`config.mk`:
```
export PLATFORM = sky130hd
export DESIGN_NAME = muldiv_unit
export DESIGN_NICKNAME = d
export VERILOG_FILES = /design/src/rtl/muldiv_unit.sv
export SDC_FILE = /design/constraint.sdc
export NUM_CORES = 1
export LEC_CHECK = 0
export CAP_MARGIN = 20
export CORE_ASPECT_RATIO = 2
export CORE_MARGIN = 10
export CORE_UTILIZATION = 50
export CTS_BUF_LIST = sky130_fd_sc_hd__clkbuf_16
export CTS_CLUSTER_DIAMETER = 150
export DETAILED_ROUTE_END_ITERATION = 8
export GPL_ROUTABILITY_DRIVEN = 0
export GPL_TIMING_DRIVEN = 0
export PLACE_DENSITY = 0.68
export SLEW_MARGIN = 20
export SYNTH_ARGS = -nofsm -noshare
export SYNTH_HDL_FRONTEND = slang
export SYNTH_SLANG_ARGS = --single-unit
```
`constraint.sdc`:
```
create_clock -name clk -period 10.95 [get_ports clk]
set_input_delay 2.19 -clock clk [delete_from_list [all_inputs] [get_ports clk]]
set_output_delay 2.19 -clock clk [all_outputs]
set_load 0.01 [all_outputs]
```
`src/rtl/muldiv_unit.sv`:
```
// -----------------------------------------------------------------------------
// muldiv_unit
//
// Iterative RV32M multiply/divide execute unit. It sits beside the
// single-cycle ALU behind a valid/ready handshake, and the core stalls on
// in_ready / out_valid. funct3 selects MUL, MULH, MULHSU, MULHU, DIV, DIVU,
// REM or REMU.
//
// Ports
//   clk        rising-edge clock
//   rst        asynchronous, active-high reset
//   kill       synchronous abort of any in-flight operation (highest priority)
//   in_valid   op/op1/op2 valid this cycle
//   in_ready   unit can accept an operation (IDLE only)
//   op         funct3 of the M-extension instruction
//   op1, op2   rs1 / rs2 values
//   out_valid  result valid; held until out_ready
//   out_ready  consumer takes the result
//   result     operation result
//   zero       result == 0 (meaningful only with out_valid)
//
// Optional build macro
//   MULDIV_EARLY_OUT_EN : multiply CALC stops as soon as the remaining
//   multiplier bits are all zero (minimum one iteration). Division timing
//   and every result are unchanged. Undefined: multiply always runs 32
//   iterations.
// -----------------------------------------------------------------------------
module muldiv_unit #(
  parameter int XLEN = 32
) (
  input  logic            clk,
  input  logic            rst,
  input  logic            kill,
  input  logic            in_valid,
  output logic            in_ready,
  input  logic [2:0]      op,
  input  logic [XLEN-1:0] op1,
  input  logic [XLEN-1:0] op2,
  output logic            out_valid,
  input  logic            out_ready,
  output logic [XLEN-1:0] result,
  output logic            zero
);

  typedef enum logic [1:0] {
    S_IDLE = 2'd0,
    S_CALC = 2'd1,
    S_FIX  = 2'd2,
    S_DONE = 2'd3
  } state_t;

  localparam logic [5:0] LAST_ITER = 6'(XLEN - 1);

  state_t              state_q, state_d;
  logic [2:0]          op_q, op_d;
  logic                neg_res_q, neg_res_d;   // product / quotient needs negating
  logic                neg_rem_q, neg_rem_d;   // dividend was negative
  logic [2*XLEN-1:0]   mcand_q, mcand_d;       // multiplicand, or divisor in [XLEN-1:0]
  logic [XLEN-1:0]     mplier_q, mplier_d;     // multiplier, or dividend/quotient
  logic [2*XLEN-1:0]   acc_q, acc_d;           // product, or partial remainder in [XLEN-1:0]
  logic [5:0]          cnt_q, cnt_d;
  logic [XLEN-1:0]     result_q, result_d;
  logic                zero_q, zero_d;

  // ---------------------------------------------------------------------------
  // Operand decode for the accept cycle
  // ---------------------------------------------------------------------------
  logic            a_signed, b_signed, a_neg, b_neg;
  logic [XLEN-1:0] a_mag, b_mag;
  logic            div_zero, div_ovf;
  logic [XLEN-1:0] special_res;

  // MULH, MULHSU, DIV, REM read op1 as signed; only MULH, DIV, REM read op2 so.
  assign a_signed = (op == 3'b001) || (op == 3'b010) || (op == 3'b100) || (op == 3'b110);
  assign b_signed = (op == 3'b001) || (op == 3'b100) || (op == 3'b110);
  assign a_neg    = a_signed & op1[XLEN-1];
  assign b_neg    = b_signed & op2[XLEN-1];
  assign a_mag    = a_neg ? (~op1 + 1'b1) : op1;
  assign b_mag    = b_neg ? (~op2 + 1'b1) : op2;

  assign div_zero = (op2 == '0);
  assign div_ovf  = op[2] && !op[0] && (op1 == {1'b1, {(XLEN-1){1'b0}}}) && (op2 == '1);

  // Short-circuit results; op[1] distinguishes REM* from DIV*.
  always_comb begin
    special_res = '0;
    if (div_zero) begin
      special_res = op[1] ? op1 : '1;
    end else begin
      special_res = op[1] ? '0 : {1'b1, {(XLEN-1){1'b0}}};
    end
  end

  // ---------------------------------------------------------------------------
  // Datapath steps
  // ---------------------------------------------------------------------------
  logic [2*XLEN-1:0] mul_sum;
  logic [XLEN:0]     rem_shift;
  logic [XLEN:0]     rem_trial;
  logic              mul_last;

  assign mul_sum   = acc_q + (mplier_q[0] ? mcand_q : '0);
  // {rem, quot} << 1: the quotient register's MSB feeds the remainder LSB.
  assign rem_shift = {acc_q[XLEN-1:0], mplier_q[XLEN-1]};
  assign rem_trial = rem_shift - {1'b0, mcand_q[XLEN-1:0]};

`ifdef MULDIV_EARLY_OUT_EN
  // This iteration consumes bit 0; stop if nothing above it remains.
  assign mul_last = (mplier_q[XLEN-1:1] == '0) || (cnt_q == LAST_ITER);
`else
  assign mul_last = (cnt_q == LAST_ITER);
`endif

  // Sign correction and result select for the FIX cycle
  logic [2*XLEN-1:0] prod_fix;
  logic [XLEN-1:0]   quot_fix, rem_fix, res_fix;

  assign prod_fix = neg_res_q ? (~acc_q + 1'b1) : acc_q;
  assign quot_fix = neg_res_q ? (~mplier_q + 1'b1) : mplier_q;
  assign rem_fix  = neg_rem_q ? (~acc_q[XLEN-1:0] + 1'b1) : acc_q[XLEN-1:0];

  always_comb begin
    res_fix = '0;
    if (op_q[2]) begin
      res_fix = op_q[1] ? rem_fix : quot_fix;
    end else if (op_q[1:0] == 2'b00) begin
      res_fix = prod_fix[XLEN-1:0];
    end else begin
      res_fix = prod_fix[2*XLEN-1:XLEN];
    end
  end

  // ---------------------------------------------------------------------------
  // Next-state logic
  // ---------------------------------------------------------------------------
  always_comb begin
    state_d   = state_q;
    op_d      = op_q;
    neg_res_d = neg_res_q;
    neg_rem_d = neg_rem_q;
    mcand_d   = mcand_q;
    mplier_d  = mplier_q;
    acc_d     = acc_q;
    cnt_d     = cnt_q;
    result_d  = result_q;
    zero_d    = zero_q;

    case (state_q)
      S_IDLE: begin
        if (in_valid && !kill) begin
          op_d      = op;
          neg_res_d = a_neg ^ b_neg;
          neg_rem_d = a_neg;
          cnt_d     = '0;
          acc_d     = '0;
          if (op[2]) begin
            mcand_d  = {{XLEN{1'b0}}, b_mag};
            mplier_d = a_mag;
          end else begin
            mcand_d  = {{XLEN{1'b0}}, a_mag};
            mplier_d = b_mag;
          end
          if (op[2] && (div_zero || div_ovf)) begin
            result_d = special_res;
            zero_d   = (special_res == '0);
            state_d  = S_DONE;
          end else begin
            state_d  = S_CALC;
          end
        end
      end

      S_CALC: begin
        cnt_d = cnt_q + 6'd1;
        if (!op_q[2]) begin
          acc_d    = mul_sum;
          mcand_d  = mcand_q << 1;
          mplier_d = mplier_q >> 1;
          if (mul_last) begin
            state_d = S_FIX;
          end
        end else begin
          // Restoring step: keep the difference only when it did not borrow.
          if (!rem_trial[XLEN]) begin
            acc_d    = {{XLEN{1'b0}}, rem_trial[XLEN-1:0]};
            mplier_d = {mplier_q[XLEN-2:0], 1'b1};
          end else begin
            acc_d    = {{XLEN{1'b0}}, rem_shift[XLEN-1:0]};
            mplier_d = {mplier_q[XLEN-2:0], 1'b0};
          end
          if (cnt_q == LAST_ITER) begin
            state_d = S_FIX;
          end
        end
      end

      S_FIX: begin
        result_d = res_fix;
        zero_d   = (res_fix == '0);
        state_d  = S_DONE;
      end

      S_DONE: begin
        if (out_ready) begin
          state_d = S_IDLE;
        end
      end

      default: state_d = S_IDLE;
    endcase

    if (kill) begin
      state_d = S_IDLE;
    end
  end

  always_ff @(posedge clk or posedge rst) begin
    if (rst) begin
      state_q   <= S_IDLE;
      op_q      <= '0;
      neg_res_q <= 1'b0;
      neg_rem_q <= 1'b0;
      mcand_q   <= '0;
      mplier_q  <= '0;
      acc_q     <= '0;
      cnt_q     <= '0;
      result_q  <= '0;
      zero_q    <= 1'b1;
    end else begin
      state_q   <= state_d;
      op_q      <= op_d;
      neg_res_q <= neg_res_d;
      neg_rem_q <= neg_rem_d;
      mcand_q   <= mcand_d;
      mplier_q  <= mplier_d;
      acc_q     <= acc_d;
      cnt_q     <= cnt_d;
      result_q  <= result_d;
      zero_q    <= zero_d;
    end
  end

  assign in_ready  = (state_q == S_IDLE);
  assign out_valid = (state_q == S_DONE);
  assign result    = result_q;
  assign zero      = zero_q;

endmodule

```
# [Word-level counts from Yosys, hierarchy flattened]
# Index checks and enable logic that the tools add are counted.
[totals] ram_bits=0 romBits=0 regBits=206 memories=0 wordCells=106 latch_bits=0
[op_classes] div=0 order_cmp=0 n_eq_ne=16 mux=39 multipliers=0 addsub=8 n_reduce_logical=25 shift=0 bitwise=8
[ops] operator="$mux 32" count=17
[ops] operator="$mux 64" count=6
[ops] operator="$pmux 64 s2" count=2
[ops] operator="$add 32x1->32 const B" count=4
[ops] operator="$not 32->32" count=4
[ops] operator="$pmux 32 s2" count=2
[ops] operator="$logic_not 32->1" count=3
[ops] operator="$add 64x1->64 const B" count=1
[ops] operator="$add 64x64->64" count=1
[ops] operator="$eq 32x32->1 const B" count=2
[ops] operator="$not 64->64" count=1
[ops] operator="$sub 33x32->33" count=1
[ops] operator="$pmux 6 s2" count=1
[ops] operator="$mux 2" count=5
[ops] operator="$reduce_and 3->1" count=3
[ops] operator="$pmux 2 s4" count=1
[ops] operator="$add 6x1->6 const B" count=1
[ops] operator="$eq 3x3->1 const B" count=2
[ops] operator="$eq 6x5->1 const B" count=1
[ops] operator="$logic_or 1x1->1" count=6
[ops] operator="$mux 6" count=1
[ops] operator="$ne 3x2->1 const B" count=2
[ops] operator="$logic_and 1x1->1" count=5
[ops] operator="$eq 2x2->1 const B" count=2
[ops] operator="14 further kinds" count=22

# [Logic depth before layout (Yosys ltp)]
[depth] depth_word=10 ltp_mapped=16

# [Worst setup path before layout]
# No wires, ideal clock.
[synth_timing] path_type="input to register" start="input port op2[11]" end="register result_q[10], in the netlist result[10]" arrival_ps=4907 t_required_ps=10873 path_slack_ps=5965 path_buffers=2 path_stages=9 setup_ps=77 path_cell_list="or4_1 or4_1 or4b_1 a2bb2oi_1 o2bb2ai_1 clkbuf_1 clkbuf_1 nor2_1 a21oi_1"
[synth_between] elab_chain_len=6
[synth_rtl] item="start: declaration" line_no="38" text="input logic [XLEN-1:0] op2,"
[synth_rtl] item="$eq 32x32->1" line_no="82" text="assign div_ovf = op[2] && !op[0] && (op1 == {1'b1, {(XLEN-1){1'b0}}}) && (op2 == '1);"
[synth_rtl] item="$logic_and 1x1->1" line_no="82"
[synth_rtl] item="$logic_or 1x1->1" line_no="163" text="if (op[2] && (div_zero || div_ovf)) begin"
[synth_rtl] item="$logic_and 1x1->1" line_no="163"
[synth_rtl] item="$ne 2x1->1 (no source line)"
[synth_rtl] item="$reduce_and 3->1 (no source line)"
[synth_rtl] item="end signal: assignment" line_no="238" text="result_q <= result_d;"
[synth_rtl] item="end: declaration" line_no="62" text="logic [XLEN-1:0] result_q, result_d;"
# Parallel ways exist; a longest one is shown, timed or not. The select of a mux whose other input is x is not followed.
# A chain may end at the register's enable or synchronous reset.

# [Final worst setup path]
[layout_timing] start="input port op2[9]" end="register result_q[9], in the netlist result[9]"
# Same word-level chain as after synthesis.

==> summary.md <==
| Metric | Value |
|---|---|
| Inserted Clock Buffers | `22` |
| Crit. End Element | `flip-flop` |
| Starting density of the core | `0.5050` |
| Switching power total | `0.003710 W` |
| Growth of design area from synthesis to finish | `12.16%` |
| Yosys synthesis warning count | `0` |
| Power density over the cells | `between 200 and 300 nW/um^2` |
| Length in cells of the worst reg-to-reg path | `15` |
| Die ar. | `50430 um^2` |
| Worst Path Required | `11370 ps` |
| CP Max Fanout | `10` |
| Hold Vio Cnt, Final | `0` |
| Number of remaining DRC errors | `1` |
| End of the worst register-to-register path | `acc_q[60]` |
| Flop-to-flop setup slack | `4920 ps` |
| Half-perimeter wire length of the detailed placement result | `73.00 mm` |
| Max_cap viols | `0` |
| Via count of the first global-routing pass | `22890` |
| Share of total power in sequential cells | `0.201` |
| Total routing resource utilization after global routing | `0.3639` |
| Cts-stage hold buffer count | `0` |
| Result of the run | `finished, violations left` |
| Core region area | `approximately 40000 um^2` |
| Via count | `between 20000 and 25000` |
| Antenna Violating Nets Remaining | `0` |
| Total negative slack | `0 ps` |
| Post-synth EDFFs | `0` |
| Worst Setup Path Type | `input port to flip-flop` |
| Critical-path top delay cell | `sky130_fd_sc_hd__o2bb2ai_1` |
| Final setup violation count | `0` |
| Worst Tran Pin Value | `1283 ps` |
| First-pass GRT wire length | `139.4 mm` |
| Root Buffer | `sky130_fd_sc_hd__clkbuf_16` |
| Comb power frac | `0.683` |
| Reg-to-reg critical path startpoint | `mplier_q[0]` |
| Clock tree sinks | `206` |
| Nets in the synthesized netlist | `2893` |
| Initial drt markers | `approximately 2400` |
| Met1 WL | `29.80 mm` |
| Ys flop type | `sky130_fd_sc_hd__dfrtp_1` |
| Mapped Avg Cell Area | `7.627 um^2` |
| Post-layout power | `0.006608 W` |
| Most area-consuming cells after synthesis | `sky130_fd_sc_hd__dfrtp_1, sky130_fd_sc_hd__ha_1, sky130_fd_sc_hd__a21oi_1, sky130_fd_sc_hd__o21ai_0, sky130_fd_sc_hd__xnor2_1` |
| Share of the synthesized area in the top cell type | `0.2478` |
| Ratio of final minimum period to clock period | `0.5559` |
| Sort of element at the start of the critical path | `input port` |
| Total of flip-flops plus latches after synthesis | `roughly 210` |
| Clock latency on the worst-skew pair | `560 ps` |
| Library cell occupying the most area in the post-synthesis netlist | `sky130_fd_sc_hd__dfrtp_1` |
| Count of mapped cells out of synthesis | `2714` |
| Signal arrival time at the worst endpoint | `~6500 ps` |
| Row count | `105` |
| Via/cell ratio | `~6.8` |
| # H-tree levels | `1` |
| Largest net degree at the start of global routing | `104` |
| Chip Height | `307.8 um` |
| Quantity of gates resized following cts | `0` |
| Die Wd | `163.9 um` |
| WL/cell | `~28 um` |
| Proportion of synthesized chip area in sequential cells | `0.2491` |
| Final-report max-slew violation count | `0` |
| Violations in the final reports | `design-rule violations` |
| Cell Int Power | `0.002898 W` |
| Critical path, cell by cell | `clkdlybuf4s50_1 > or4_1 > or4_1 > or4b_1 > a2bb2oi_1 > o2bb2ai_1 > clkbuf_1 > clkbuf_1 > a21oi_1` |
| Port Buf Inserts | `between 100 and 150` |
| Hold endpoint | `mcand_q[63]` |
| Number of ports placed on the die boundary | `107` |
| Net switching share of the total power | `0.5614` |
| Post-synthesis async set-or-reset flop share | `1.000` |
| Relative slew slack | `0.1380` |
| Number of detailed-route iterations in the first pass | `9` |
| Total length of routed met2 wires | `roughly 46 mm` |
| Clock-pin slew on the worst setup and hold paths | `70 ps` |
| Fraction of layout cells with a size suffix above 1 | `0.03180` |
| Clock Tree Buf Depth | `3` |
| WL final | `around 94 mm` |
| Initial antenna violation count | `3` |
| Max Freq | `between 0.15 and 0.2 GHz` |
| Buffer count from post-CTS setup fixing | `0` |
| Worst IR drop on VDD | `between 0.15 and 0.2 mV` |
| Final core area utilization | `0.5664` |
| Hold Crit Start | `mcand_q[63]` |
| Class of the tightest hold or removal check | `flip-flop to flip-flop` |
| Synth cell types | `85` |
| Highest cell delay on the worst timing path | `770 ps` |
| Clock share of power | `0.117` |
| Setup repair after global routing missed its margin | `no` |
| Top layer in use | `met5` |
| Final-stage net count | `3026` |
| Most numerous cell in the Yosys netlist | `sky130_fd_sc_hd__a21oi_1` |
| Clk_skew | `between 20 and 30 ps` |
| Fin crit period | `between 6000 and 7000 ps` |
| Gr ovfl total | `0` |
| Leakage power | `9.459 nW` |
| Amount of wire on met3 after detailed routing | `8.639 mm` |
| Synth Cell Area | `20700 um^2` |
| Most used standard cells in the synthesized netlist | `sky130_fd_sc_hd__a21oi_1, sky130_fd_sc_hd__nand2_1, sky130_fd_sc_hd__nor2_1` |
| Clock tree from TritonCTS | `yes` |
| Worst hold path cell count | `2` |
-- per-stage QoR --
stage	cells	area (um^2)	setup WS [ps]	hold slack, ps
global placement	3355	22430	180.3	471.2
floorplan	2714	20700	3138	449.8
global route	3397	23210	4754	529.1
CTS	3397	23200	5067	489.5
detailed placement	3358	22510	4501	475.5
finish	3399	23220	4862	495.2
-- cell families (layout without fill, tap and decap cells) --
| group | Yosys count | count (layout) | share of synthesized area |
|---|---|---|---|
| AO/OA/AOI/OAI | 919 | 919 | 0.2892 |
| XOR/XNOR | 214 | 214 | 0.09055 |
| adder cells (fa/ha/maj) | 107 | 107 | 0.06540 |
| buffers and inverters | 271 | 419 | 0.05011 |
| flip-flops | 206 | 206 | 0.2491 |
| multiplexers | 74 | 74 | 0.03657 |
| other | 0 | 2 | 0 |
| AND/OR/NAND/NOR | 923 | 923 | 0.2191 |
-- state kept, by name (all words and copies together), names as in the netlist --
| register | cells |
|---|---|
| neg_rem_q | 1 |
| neg_res_q | 1 |
| mcand_q | 64 |
| zero | 1 |
| acc_q | 64 |
| op_q | 3 |
| mplier_q | 32 |
| result | 32 |
| cnt_q | 6 |
| state_q | 2 |
-- how the worst max path moves through the flow --
stage               slack [ps]  depth (start not counted)     from    endpoint
floorplan                 3140                          1      rst    acc_q[0]
global placement           180                          2      rst  result[17]
detailed placement        4500                          9  op2[11]   result[4]
CTS                       5070                          9  op2[11]   result[9]
global route              4750                         10  op2[11]   result[8]
finish                    4860                          9   op2[9]   result[9]
-- placed cells by master (no fill, tap or decap), types with 22 or more instances in the layout --
master / netlist / layout
sky130_fd_sc_hd__a22o_1: 58 / 58
sky130_fd_sc_hd__a211oi_1: 72 / 71
sky130_fd_sc_hd__clkdlybuf4s50_1: 0 / 106
sky130_fd_sc_hd__a21o_1: 44 / 44
sky130_fd_sc_hd__dfrtp_1: 205 / 205
sky130_fd_sc_hd__mux2i_1: 61 / 61
sky130_fd_sc_hd__o21ai_0: 197 / 197
sky130_fd_sc_hd__ha_1: 105 / 105
sky130_fd_sc_hd__o21a_1: 27 / 27
sky130_fd_sc_hd__nand2_1: 249 / 249
sky130_fd_sc_hd__clkbuf_16: 0 / 22
sky130_fd_sc_hd__o211ai_1: 29 / 29
sky130_fd_sc_hd__nor2b_1: 42 / 42
sky130_fd_sc_hd__inv_1: 80 / 83
sky130_fd_sc_hd__clkbuf_1: 169 / 169
sky130_fd_sc_hd__xor2_1: 106 / 106
sky130_fd_sc_hd__nand3_1: 34 / 34
sky130_fd_sc_hd__o31ai_1: 43 / 43
sky130_fd_sc_hd__a21oi_1: 261 / 261
sky130_fd_sc_hd__and2_1: 61 / 61
sky130_fd_sc_hd__nand4_1: 33 / 33
sky130_fd_sc_hd__and3_1: 22 / 22
sky130_fd_sc_hd__nor4_1: 32 / 31
sky130_fd_sc_hd__or3_1: 29 / 29
sky130_fd_sc_hd__nor2_1: 242 / 241
sky130_fd_sc_hd__xnor2_1: 108 / 108
sky130_fd_sc_hd__nor3_1: 83 / 83
sky130_fd_sc_hd__or4_1: 22 / 22
-- critical path, delay by kind of cell --
family / cells / cell delay (ps)
simple gates: 3 / 1730
buf+inv: 3 / 1440
compound gates: 3 / 1150
-- routing by layer --
layer / global-route usage / up-vias
met5: 0 / -
met4: 0.3173 / 2
met3: 0.08659 / 592
met2: 0.6218 / 1638
met1: 0.3582 / 10830
li1: - / 10220
-- final cells by class --
type	count	area (um^2)
fillers	3962	17770
multi-input cells	2237	14520
flip-flops and latches	206	5156
repair buffers	109	1120
plain buffers	189	729.5
well taps	535	669.4
clock buffers	22	550.5
inverters	82	315.3
clock inverters	17	148.9
diodes	2	5.005
-- power by group through the flow --
stage	clock network (W)	logic [W]	registers, W
2_1_floorplan	0	0.00277	0.00122
3_3_place_gp	0	0.00417	0.00131
3_5_place_dp	0	0.00423	0.00131
4_1_cts	0.000767	0.00426	0.00130
5_1_grt	0.000794	0.00475	0.00134
6_report	0.000770	0.00451	0.00133
Power figures use the tool's default switching activity.
